`config.mk`:
```
export PLATFORM = sky130hd
export DESIGN_NAME = sgpr_rd_arbiter_flat
export DESIGN_NICKNAME = d
export VERILOG_FILES = /design/src/rtl/sgpr_rd_arbiter_if.sv /design/src/rtl/sgpr_rd_arbiter.sv /design/src/flat_wrapper.sv
export SDC_FILE = /design/constraint.sdc
export NUM_CORES = 1
export LEC_CHECK = 0
export CORE_AREA = 5 5 120 122
export DETAILED_ROUTE_END_ITERATION = 16
export DIE_AREA = 0 0 125 127
export GPL_ROUTABILITY_DRIVEN = 0
export PLACE_DENSITY = 0.86
export RECOVER_POWER = 100
export REMOVE_ABC_BUFFERS = 1
export SYNTH_ARGS = -nofsm -noshare
export SYNTH_HDL_FRONTEND = slang
export SYNTH_SLANG_ARGS = --single-unit
```
`constraint.sdc`:
```
create_clock -name clk -period 3.8 [get_ports clk]
set_input_delay 0.76 -clock clk [delete_from_list [all_inputs] [get_ports clk]]
set_output_delay 0.76 -clock clk [all_outputs]
set_load 0.01 [all_outputs]
```
`src/rtl/sgpr_rd_arbiter_if.sv`:
```
// Bundle of every valid/ready channel around the SGPR read arbiter.
// The slave modport is the arbiter's view. The master modport is the view of the
// environment, which is the wavefront controllers plus the SGPR file.
interface sgpr_rd_arbiter_if #(
    parameter int NUM_WF     = 4,
    parameter int REQ_WIDTH  = 32,
    parameter int RESP_WIDTH = 64
);
    logic [NUM_WF-1:0]           wf_req_valid;
    logic [NUM_WF-1:0]           wf_req_ready;
    logic [NUM_WF*REQ_WIDTH-1:0] wf_req_data;
    logic                        sgpr_req_valid;
    logic                        sgpr_req_ready;
    logic [REQ_WIDTH-1:0]        sgpr_req_data;
    logic                        sgpr_resp_valid;
    logic                        sgpr_resp_ready;
    logic [RESP_WIDTH-1:0]       sgpr_resp_data;
    logic [NUM_WF-1:0]           wf_resp_valid;
    logic [NUM_WF-1:0]           wf_resp_ready;
    logic [RESP_WIDTH-1:0]       wf_resp_data;
    logic                        busy;
    logic                        err_unexp_resp;

    modport slave (
        input  wf_req_valid, wf_req_data, sgpr_req_ready,
        input  sgpr_resp_valid, sgpr_resp_data, wf_resp_ready,
        output wf_req_ready, sgpr_req_valid, sgpr_req_data,
        output sgpr_resp_ready, wf_resp_valid, wf_resp_data,
        output busy, err_unexp_resp
    );

    modport master (
        output wf_req_valid, wf_req_data, sgpr_req_ready,
        output sgpr_resp_valid, sgpr_resp_data, wf_resp_ready,
        input  wf_req_ready, sgpr_req_valid, sgpr_req_data,
        input  sgpr_resp_ready, wf_resp_valid, wf_resp_data,
        input  busy, err_unexp_resp
    );
endinterface

```
`src/rtl/sgpr_rd_arbiter.sv`:
```
// Round-robin arbiter that shares the single SGPR read port among NUM_WF wavefronts.
// The winning request is registered toward the SGPR file.
// The index of the requester goes into an in-order tag FIFO.
// Responses come back in request order, so the head tag routes each response combinationally.
module sgpr_rd_arbiter #(
    parameter int NUM_WF          = 4,
    parameter int REQ_WIDTH       = 32,
    parameter int RESP_WIDTH      = 64,
    parameter int MAX_OUTSTANDING = 4
) (
    input  logic              clk,
    input  logic              rst,
    sgpr_rd_arbiter_if.slave  bus
);
    localparam int IDX_W = $clog2(NUM_WF);
    localparam int PTR_W = $clog2(MAX_OUTSTANDING);
    localparam int CNT_W = PTR_W + 1;
    localparam logic [CNT_W-1:0] CNT_FULL = CNT_W'(MAX_OUTSTANDING);

    logic [IDX_W-1:0]     r_rr_ptr;
    logic                 r_out_valid;
    logic [REQ_WIDTH-1:0] r_out_data;
    logic [IDX_W-1:0]     r_tag_mem [MAX_OUTSTANDING];
    logic [PTR_W-1:0]     r_wr_ptr;
    logic [PTR_W-1:0]     r_rd_ptr;
    logic [CNT_W-1:0]     r_count;
    logic                 r_err;

    logic                 w_found;
    logic [IDX_W-1:0]     w_grant;
    logic                 w_accept;
    logic                 w_nonempty;
    logic [IDX_W-1:0]     w_head;
    logic                 w_pop;
    logic [NUM_WF-1:0]    w_req_ready;
    logic [NUM_WF-1:0]    w_resp_valid;

    // Cyclic scan from rr_ptr: the first requesting wavefront becomes the candidate.
    always_comb begin
        logic [IDX_W-1:0] v_idx;
        logic             v_hit;
        w_found = 1'b0;
        w_grant = '0;
        v_idx   = '0;
        v_hit   = 1'b0;
        for (int k = 0; k < NUM_WF; k++) begin
            v_idx   = r_rr_ptr + IDX_W'(k);
            v_hit   = !w_found && bus.wf_req_valid[v_idx];
            w_grant = v_hit ? v_idx : w_grant;
            w_found = w_found | bus.wf_req_valid[v_idx];
        end
    end

    // A request is taken when the output slot frees up this cycle and a tag slot is free.
    // The tag check uses the registered count, so a same-cycle pop does not make room.
    assign w_accept = w_found && (!r_out_valid || bus.sgpr_req_ready) && (r_count < CNT_FULL);

    // Only the granted wavefront sees ready, and only when the request is accepted.
    always_comb begin
        w_req_ready          = '0;
        w_req_ready[w_grant] = w_accept;
    end

    assign w_nonempty = (r_count != '0);
    assign w_head     = r_tag_mem[r_rd_ptr];

    // Send the response valid to the wavefront named by the head tag.
    always_comb begin
        w_resp_valid         = '0;
        w_resp_valid[w_head] = bus.sgpr_resp_valid && w_nonempty;
    end

    assign w_pop = bus.sgpr_resp_valid && bus.sgpr_resp_ready;

    assign bus.wf_req_ready    = w_req_ready;
    assign bus.sgpr_req_valid  = r_out_valid;
    assign bus.sgpr_req_data   = r_out_data;
    assign bus.sgpr_resp_ready = w_nonempty && bus.wf_resp_ready[w_head];
    assign bus.wf_resp_valid   = w_resp_valid;
    assign bus.wf_resp_data    = bus.sgpr_resp_data;
    assign bus.busy            = r_out_valid || w_nonempty;
    assign bus.err_unexp_resp  = r_err;

    // Output register and round-robin pointer.
    // Data stays put while the SGPR file stalls the request.
    always_ff @(posedge clk) begin
        if (rst) begin
            r_rr_ptr    <= '0;
            r_out_valid <= 1'b0;
            r_out_data  <= '0;
        end else if (w_accept) begin
            r_out_valid <= 1'b1;
            r_out_data  <= bus.wf_req_data[w_grant*REQ_WIDTH +: REQ_WIDTH];
            r_rr_ptr    <= w_grant + IDX_W'(1);
        end else if (r_out_valid && bus.sgpr_req_ready) begin
            r_out_valid <= 1'b0;
        end
    end

    // Tag FIFO of requester indices, in the order the requests were accepted.
    always_ff @(posedge clk) begin
        if (rst) begin
            r_wr_ptr <= '0;
            r_rd_ptr <= '0;
            r_count  <= '0;
            for (int i = 0; i < MAX_OUTSTANDING; i++) begin
                r_tag_mem[i] <= '0;
            end
        end else begin
            if (w_accept) begin
                r_tag_mem[r_wr_ptr] <= w_grant;
                r_wr_ptr            <= r_wr_ptr + PTR_W'(1);
            end
            if (w_pop) begin
                r_rd_ptr <= r_rd_ptr + PTR_W'(1);
            end
            case ({w_accept, w_pop})
                2'b10:   r_count <= r_count + CNT_W'(1);
                2'b01:   r_count <= r_count - CNT_W'(1);
                default: r_count <= r_count;
            endcase
        end
    end

    // Sticky flag set by a response that arrives with no request outstanding.
    always_ff @(posedge clk) begin
        if (rst) begin
            r_err <= 1'b0;
        end else if (bus.sgpr_resp_valid && !w_nonempty) begin
            r_err <= 1'b1;
        end
    end
endmodule

```
`src/flat_wrapper.sv`:
```
// flat-port wrapper written by rule: the top's interface ports become plain ports
module sgpr_rd_arbiter_flat 
#(
    parameter int NUM_WF          = 4,
    parameter int REQ_WIDTH       = 32,
    parameter int RESP_WIDTH      = 64,
    parameter int MAX_OUTSTANDING = 4
)
  (clk, rst, bus_wf_req_valid, bus_wf_req_data, bus_sgpr_req_ready, bus_sgpr_resp_valid, bus_sgpr_resp_data, bus_wf_resp_ready, bus_wf_req_ready, bus_sgpr_req_valid, bus_sgpr_req_data, bus_sgpr_resp_ready, bus_wf_resp_valid, bus_wf_resp_data, bus_busy, bus_err_unexp_resp);
  sgpr_rd_arbiter_if #(.NUM_WF(NUM_WF), .REQ_WIDTH(REQ_WIDTH), .RESP_WIDTH(RESP_WIDTH)) bus_i ();
  input  logic clk;
  input  logic rst;
  input wire logic [$bits(bus_i.wf_req_valid)-1:0] bus_wf_req_valid;
  input wire logic [$bits(bus_i.wf_req_data)-1:0] bus_wf_req_data;
  input wire logic [$bits(bus_i.sgpr_req_ready)-1:0] bus_sgpr_req_ready;
  input wire logic [$bits(bus_i.sgpr_resp_valid)-1:0] bus_sgpr_resp_valid;
  input wire logic [$bits(bus_i.sgpr_resp_data)-1:0] bus_sgpr_resp_data;
  input wire logic [$bits(bus_i.wf_resp_ready)-1:0] bus_wf_resp_ready;
  output wire logic [$bits(bus_i.wf_req_ready)-1:0] bus_wf_req_ready;
  output wire logic [$bits(bus_i.sgpr_req_valid)-1:0] bus_sgpr_req_valid;
  output wire logic [$bits(bus_i.sgpr_req_data)-1:0] bus_sgpr_req_data;
  output wire logic [$bits(bus_i.sgpr_resp_ready)-1:0] bus_sgpr_resp_ready;
  output wire logic [$bits(bus_i.wf_resp_valid)-1:0] bus_wf_resp_valid;
  output wire logic [$bits(bus_i.wf_resp_data)-1:0] bus_wf_resp_data;
  output wire logic [$bits(bus_i.busy)-1:0] bus_busy;
  output wire logic [$bits(bus_i.err_unexp_resp)-1:0] bus_err_unexp_resp;
  assign bus_i.wf_req_valid = bus_wf_req_valid;
  assign bus_i.wf_req_data = bus_wf_req_data;
  assign bus_i.sgpr_req_ready = bus_sgpr_req_ready;
  assign bus_i.sgpr_resp_valid = bus_sgpr_resp_valid;
  assign bus_i.sgpr_resp_data = bus_sgpr_resp_data;
  assign bus_i.wf_resp_ready = bus_wf_resp_ready;
  assign bus_wf_req_ready = bus_i.wf_req_ready;
  assign bus_sgpr_req_valid = bus_i.sgpr_req_valid;
  assign bus_sgpr_req_data = bus_i.sgpr_req_data;
  assign bus_sgpr_resp_ready = bus_i.sgpr_resp_ready;
  assign bus_wf_resp_valid = bus_i.wf_resp_valid;
  assign bus_wf_resp_data = bus_i.wf_resp_data;
  assign bus_busy = bus_i.busy;
  assign bus_err_unexp_resp = bus_i.err_unexp_resp;
  sgpr_rd_arbiter #(.NUM_WF(NUM_WF), .REQ_WIDTH(REQ_WIDTH), .RESP_WIDTH(RESP_WIDTH), .MAX_OUTSTANDING(MAX_OUTSTANDING)) u_core (.clk(clk), .rst(rst), .bus(bus_i));
endmodule
```
==> impl_metrics.ini, run 1 <==
[pwr]
internal_power_mw = 1.59
p_switching_mw = 1.01
leakagePower_nw = 2.13
p_seq_share_pct = 31.8
power.total_mw = 2.60
p_sw_share_pct = 38.7
p_per_area_nw_per_um2 = 473
power_frac_comb_pct = 49.6
worst_ir_drop_vdd_mv = 0.186
pwr-share-clk_pct = 18.5

[setup_path]
cp.arrival_ns = 2.88
crit_slowest_cell = dlygate4sd3_1
timing.rr.end = u_core.r_count[2]$_SDFFE_PP0P_
end_kind = primary output
crit_path_start_kind = input port
cpPeakStageDelay_ns = 0.72
critPathMostFrequentCell = dlygate4sd3_1
worst-endpoint-required_ns = 3.04
crit_fanout = 7
path_cells = dlygate4sd3_1 -> nor2_2 -> nor3_2 -> ha_1 -> and2_1 -> dlygate4sd3_1
reg2reg_slack_ns = 0.73
worstSetupPathType = input port to primary output
r2r_cells = 9

[cts]
clkLatencyLatePin_ns = 0.30
cts_tree = built
clk_root_buffer_cell = clkbuf_16
clkSinkCount = 53
cts_buffers = 5
postCtsSetupBuffers = 0
clk_pin_slew_ns = 0.07
clk_path_buf_depth = 2
cts.htree.levels = 2
cts_resized = 0
postCtsHoldBufs = 0

[placed_design]
dpl.hpwl_um = 14100
place_inst = 716
preCtsSetupSlack_ns = 0.211
io_buffers = 183

[final_layout]
area_growth_pct = 42.3
final-instance-count-excl-fill = 724
drive_gt1_share_pct = 5.84
nNetsFinal = 757
layout_common_cells = clkdlybuf4s50_1 (139), dfxtp_1 (45), dlygate4sd3_1 (44), nand2_1 (38), mux2i_1 (35)
fin_util_pct = 42.0
layout_commonest_cell = clkdlybuf4s50_1
nFillCells = 1316
diodes = 0

[global_route]
first_global_vias = 3752
track_usage_pct = 21.7
overflow = 0
grt_first_pass_wirelength_um = 25900
antenna_found_initial = 0
grt_max_degree = 37

[timing]
final.setup.worst_slack_ns = 0.161
fin_crit_sh_pct = 95.8
setup_viol = 0
relSlewSlack_pct = 40.2
max_freq_mhz = 275
worstMarginPinSlew_ns = 0.896
hold_viol = 0
finalClockSkew_ns = 0.00671
grt_setup_unrepaired = false
finalMaxSlewViolations = 0
setup_tns_ns = 0
finalCriticalPeriod_ns = 3.64

[die]
initial_core_util_pct = 29.5
die-height_um = 127
io_pins = 312
rows = 42
dieArea_um2 = 15900
core_area_um2 = 13100
dieWidth_um = 125

[min_path]
min_to = u_core.bus.err_unexp_resp$_SDFFE_PP0P_
hold_class = register to register
hp-start = u_core.bus.err_unexp_resp$_SDFFE_PP0P_
worstHoldPathCells = 2

[yosys]
yosysWarnings = 0
syn_area_um2 = 3870
async_flop_share_pct = 0
synth_edf_count = 8
yosysSeqAreaShare_pct = 29.5
netlist_instances = 448
ys_seq_elements = 53
synthDistinctLibCells = 47
synth.avg_cell_area_um2 = 8.63
synth_flop_cell = dfxtp_1

[routing]
drt-initial-drc-count = 247
wl_per_cell_um = 25.4
via_count = 3882
detail_route.wirelength_um = 18400
viasPerCell = 5.36
route.detailed.drc = 0
firstDrtPassIters = 5
ant_nets = 0

[outcome]
outcome = completed

[run]
max_cap_viol_count = 0
## cell type report
| cell class | count | area (µm²) | area share [%] |
|---|---|---|---|
| multi-input combinational | 284 | 2050 | 37.3 |
| timing repair buffer | 194 | 1910 | 34.6 |
| sequential | 53 | 1140 | 20.7 |
| tap | 176 | 220 | 4.00 |
| clock buffer | 5 | 125 | 2.27 |
| inverter | 9 | 33.8 | 0.614 |
| clock inverter | 3 | 26.3 | 0.478 |
## through the flow
stage               instance area, µm²  hold WS (ns)
finish                            5500         0.470
global placement                  5370         0.451
detailed placement                5370         0.458
floorplan                         3210         0.480
global route                      5500         0.497
CTS                               5520         0.478
## layer usage
layer,vias up,track usage [%],routed length (µm)
li1,1799,-,-
met1,1791,21.0,6070
met2,273,33.5,8180
met3,15,21.8,3880
met4,4,2.23,112
met5,-,8.98,154
## synth_stat cells, types with 2 or more instances
cell type | number | area share, %
edfxtp_1 | 8 | 6.2
buf_4 | 67 | 13
a211o_1 | 32 | 7.2
nand2_1 | 38 | 3.7
nor2_1 | 20 | 1.9
o21a_1 | 2 | 0.39
a211oi_1 | 2 | 0.39
nor3_1 | 4 | 0.52
buf_1 | 4 | 0.39
o211ai_1 | 32 | 6.2
and2_1 | 4 | 0.65
clkbuf_1 | 29 | 2.8
and3_1 | 2 | 0.32
a21oi_1 | 8 | 1.0
xnor2_1 | 2 | 0.45
nand2b_1 | 5 | 0.81
o31ai_1 | 32 | 6.2
a21o_1 | 2 | 0.39
xor2_1 | 3 | 0.68
inv_1 | 7 | 0.68
and2b_2 | 2 | 0.45
or2_2 | 2 | 0.32
mux2i_1 | 35 | 9.1
o21bai_1 | 2 | 0.39
nand4_1 | 32 | 5.2
ha_1 | 5 | 1.6
nand3_1 | 2 | 0.26
inv_2 | 2 | 0.19
dfxtp_1 | 45 | 23
## registers in the layout (all words and copies together) (netlist names), named ones only
signal and cells:
u_core.bus.sgpr_req_data 32, u_core.r_tag_mem 8, u_core.r_count 3, u_core.r_rd_ptr 2, u_core.r_rr_ptr 2, u_core.r_wr_ptr 2
u_core.bus.err_unexp_resp 1, u_core.bus.sgpr_req_valid 1
## worst max-delay path, delay by kind of cell
| family | cells | cell delay, ns |
|---|---|---|
| adders and majority gates | 1 | 0.21 |
| and+or+nand+nor | 3 | 0.58 |
| buffers and inverters | 2 | 1.32 |
## worst max path at each step
stage,from,to,slack [ns]
floorplan,bus_wf_req_valid[2],bus_wf_req_ready[0],-0.35
finish,bus_wf_req_valid[3],bus_wf_req_ready[1],0.16
global route,bus_wf_req_valid[3],bus_wf_req_ready[2],0.08
CTS,bus_wf_req_valid[0],bus_wf_req_ready[0],0.20
global placement,bus_wf_req_valid[0],bus_wf_req_ready[2],0.31
detailed placement,bus_wf_req_valid[0],bus_wf_req_ready[0],0.21
## power groups by stage
| stage | Sequential [mW] | Combinational [mW] | Clock, mW |
|---|---|---|---|
| 2_1_floorplan | 0.876 | 0.645 | 0 |
| 3_3_place_gp | 0.838 | 1.34 | 0 |
| 3_5_place_dp | 0.845 | 1.36 | 0 |
| 4_1_cts | 0.833 | 1.36 | 0.496 |
| 5_1_grt | 0.847 | 1.40 | 0.525 |
| 6_report | 0.828 | 1.29 | 0.482 |
## logic make-up (layout without fill, tap and decap cells)
group,Yosys count,count (layout),share of synthesized area [%]
xor gates and xnor gates,5,5,1.13
AOI/OAI and AO/OA,117,117,23.4
and+or+nand+nor,119,119,15.8
buffers and inverters,111,211,17.7
muxes,37,37,10.3
DFF,53,53,29.5
adders and majority gates,6,6,2.14
(Power assumes the default switching activity.)
==> inputs of run 2 (changes only) <==
--- a/config.mk
+++ b/config.mk
@@ -6,6 +6,7 @@
 export NUM_CORES = 1
 export LEC_CHECK = 0
 export CORE_AREA = 5 5 120 122
+export CTS_CLUSTER_SIZE = 24
 export DETAILED_ROUTE_END_ITERATION = 16
 export DIE_AREA = 0 0 125 127
 export GPL_ROUTABILITY_DRIVEN = 0
==> results of run 2 <==
Final layout, timing and power as in run 1 (identical DEF).
==> inputs of run 3 (changes only) <==
--- a/config.mk
+++ b/config.mk
@@ -5,12 +5,17 @@
 export SDC_FILE = /design/constraint.sdc
 export NUM_CORES = 1
 export LEC_CHECK = 0
-export CORE_AREA = 5 5 120 122
+export CAP_MARGIN = 0
+export CELL_PAD_IN_SITES_DETAIL_PLACEMENT = 1
+export CELL_PAD_IN_SITES_GLOBAL_PLACEMENT = 1
+export CORE_ASPECT_RATIO = 1.75
+export CORE_MARGIN = 5
+export CORE_UTILIZATION = 23
+export CTS_BUF_LIST = sky130_fd_sc_hd__clkbuf_8
 export CTS_CLUSTER_SIZE = 24
 export DETAILED_ROUTE_END_ITERATION = 16
-export DIE_AREA = 0 0 125 127
 export GPL_ROUTABILITY_DRIVEN = 0
-export PLACE_DENSITY = 0.86
+export PLACE_DENSITY = 0.95
 export RECOVER_POWER = 100
 export REMOVE_ABC_BUFFERS = 1
 export SYNTH_ARGS = -nofsm -noshare
==> run 3 against run 2 <==
  * Register-to-register slack worse by 0.21 ns
  * Total power down 0.88%
  * Combinational power up 7%
  * Routed wire length up 24%
  * Worst setup slack better by 0.0086 ns
  * Clock skew up 0.00088 ns
  * Largest power group unchanged
  * Count of clock-buffer cells in the layout unchanged
  * Global-route usage up 0.46 points
  * Sequential cell count unchanged
  * Die area up 23%
  * Final cell count up 6.8%
==> impl_metrics.ini, run 3 (same netlist as run 1, synthesis figures left out) <==
[setup_path]
crit_buf_inv = 2
cp.arrival_ns = 2.87
critPathMostFrequentCell = clkdlybuf4s50_1
end_kind = primary output
path_cells = clkdlybuf4s50_1 -> nor4_1 -> nor3b_1 -> and2_0 -> clkdlybuf4s50_1
worstSetupPathType = input port to primary output
worst-endpoint-required_ns = 3.04
crit_path_start_kind = input port
crit_fanout = 7
reg2reg_slack_ns = 0.52
critPathTopFamily = buffers and inverters
critPathLaunch = bus_wf_req_valid[3]
crit_slowest_cell = clkdlybuf4s50_1
cpPeakStageDelay_ns = 0.68

[outcome]
outcome = completed

[cts]
clk_root_buffer_cell = clkbuf_8
clkLatencyLatePin_ns = 0.32
clk_pin_slew_ns = 0.11
cts_tree = built
postCtsHoldBufs = 0
clkSinkCount = 53
clk_path_buf_depth = 2
cts_buffers = 5
cts.htree.levels = 2

[min_path]
hold_class = register to register
hp-start = u_core.bus.sgpr_req_data[6]$_SDFFE_PP0P_

[pwr]
leakagePower_nw = 2.10
worst_ir_drop_vdd_mv = 0.173
p_per_area_nw_per_um2 = 465

[final_layout]
area_growth_pct = 43.5
diodes = 0
nNetsFinal = 758
drive_gt1_share_pct = 5.83
largest_reg_flops = 32
nFillCells = 1915
layout_commonest_cell = clkdlybuf4s50_1
layout_common_cells = clkdlybuf4s50_1 (142), dfxtp_1 (45), dlygate4sd3_1 (41), nand2_1 (38), mux2i_1 (35)

[routing]
ant_nets = 0
firstDrtPassIters = 6
route.detailed.drc = 0
drt-initial-drc-count = 244
detail_route.wirelength_um = 22800
wl_per_cell_um = 29.5
viasPerCell = 5.24
via_count = 4050

[timing]
relSlewSlack_pct = 32.9
final.setup.worst_slack_ns = 0.170
finalCriticalPeriod_ns = 3.63
hold_viol = 0
finalMaxSlewViolations = 0
grt_setup_unrepaired = false
max_freq_mhz = 275
worstMarginPinSlew_ns = 1.00
finalClockSkew_ns = 0.00759
hold-worst-slack_ns = 0.475
fin_crit_sh_pct = 95.5
setup_viol = 0
setup_tns_ns = 0

[global_route]
antenna_found_initial = 0
overflow = 0
grt_first_pass_wirelength_um = 31100
track_usage_pct = 22.2
grt_max_degree = 33
first_global_vias = 4322

[die]
io_pins = 312
initial_core_util_pct = 23.5
core_area_um2 = 16400
dieWidth_um = 108
die-height_um = 182
dieArea_um2 = 19600
rows = 62

[placed_design]
preCtsSetupSlack_ns = 0.0903
dpl.hpwl_um = 18400
io_buffers = 183

[run]
max_cap_viol_count = 0
[run 3: cell count changes in the layout (fill, tap and decap cells not counted), moves of 2 or more]
| cell | before | now |
|---|---|---|
| and2_1 | 4 | 1 |
| dlygate4sd3_1 | 44 | 41 |
| clkbuf_16 | 5 | 0 |
| clkdlybuf4s50_1 | 139 | 142 |
| and2_0 | 0 | 3 |
| clkbuf_8 | 0 | 5 |
| nor2_2 | 3 | 0 |
| nor2_4 | 0 | 3 |
| clkbuf_2 | 2 | 0 |
[run 3: area by class of cell]
type / count / area [µm²] / area share [%]
timing repair buffer: 195 / 1930 / 34.7
tap: 224 / 280 / 5.05
sequential: 53 / 1140 / 20.6
clock inverter: 3 / 25.0 / 0.451
multi-input combinational: 284 / 2070 / 37.3
clock buffer: 5 / 68.8 / 1.24
inverter: 9 / 33.8 / 0.609
[run 3: report_power, final]
part	leakage [nW]	internal, mW	switching (mW)
clock network	0.0447	0.134	0.233
registers	0.456	0.732	0.101
logic	1.60	0.628	0.749
[run 3: tightest hold or removal path, delay by kind of cell (launching register included)]
kind             cells  cell delay (ns)
flip-flops           1             0.34
AND/OR/NAND/NOR      1             0.05
AO/OA/AOI/OAI        1             0.06
[run 3: what timing repair did]
action / 4_1_cts / 5_1_grt
resized for setup: 0 / 1
setup endpoints to repair: 0 / 3
buffers inserted: 0 / 0
[run 3: metal layers]
metal  global-route usage [%]  share of wire [%]
met1                     17.6                 27
met2                     39.7                 51
met3                     17.2                 18
met4                     8.19                4.0
met5                     2.12               0.22
[run 3: path summary, 6_finish.rpt]
kind / cells past startpoint / to
min reg2reg: 2 / u_core.bus.sgpr_req_data[6]$_SDFFE_PP0P_
max: 5 / bus_wf_req_ready[0]
max reg2reg: 9 / u_core.r_count[2]$_SDFFE_PP0P_
min: 2 / u_core.bus.sgpr_req_data[6]$_SDFFE_PP0P_
[run 3: metrics by stage]
step                      instances  utilization [%]  total power, mW  cell area, µm²
final                           773             33.7             2.58            5550
after global routing            773             33.7             2.73            5550
after CTS                       773             33.8             2.67            5560
after detailed placement        765             33.2             2.29            5470
after global placement          765             33.2             2.23            5470
after floorplan                 346                -             1.52            3210
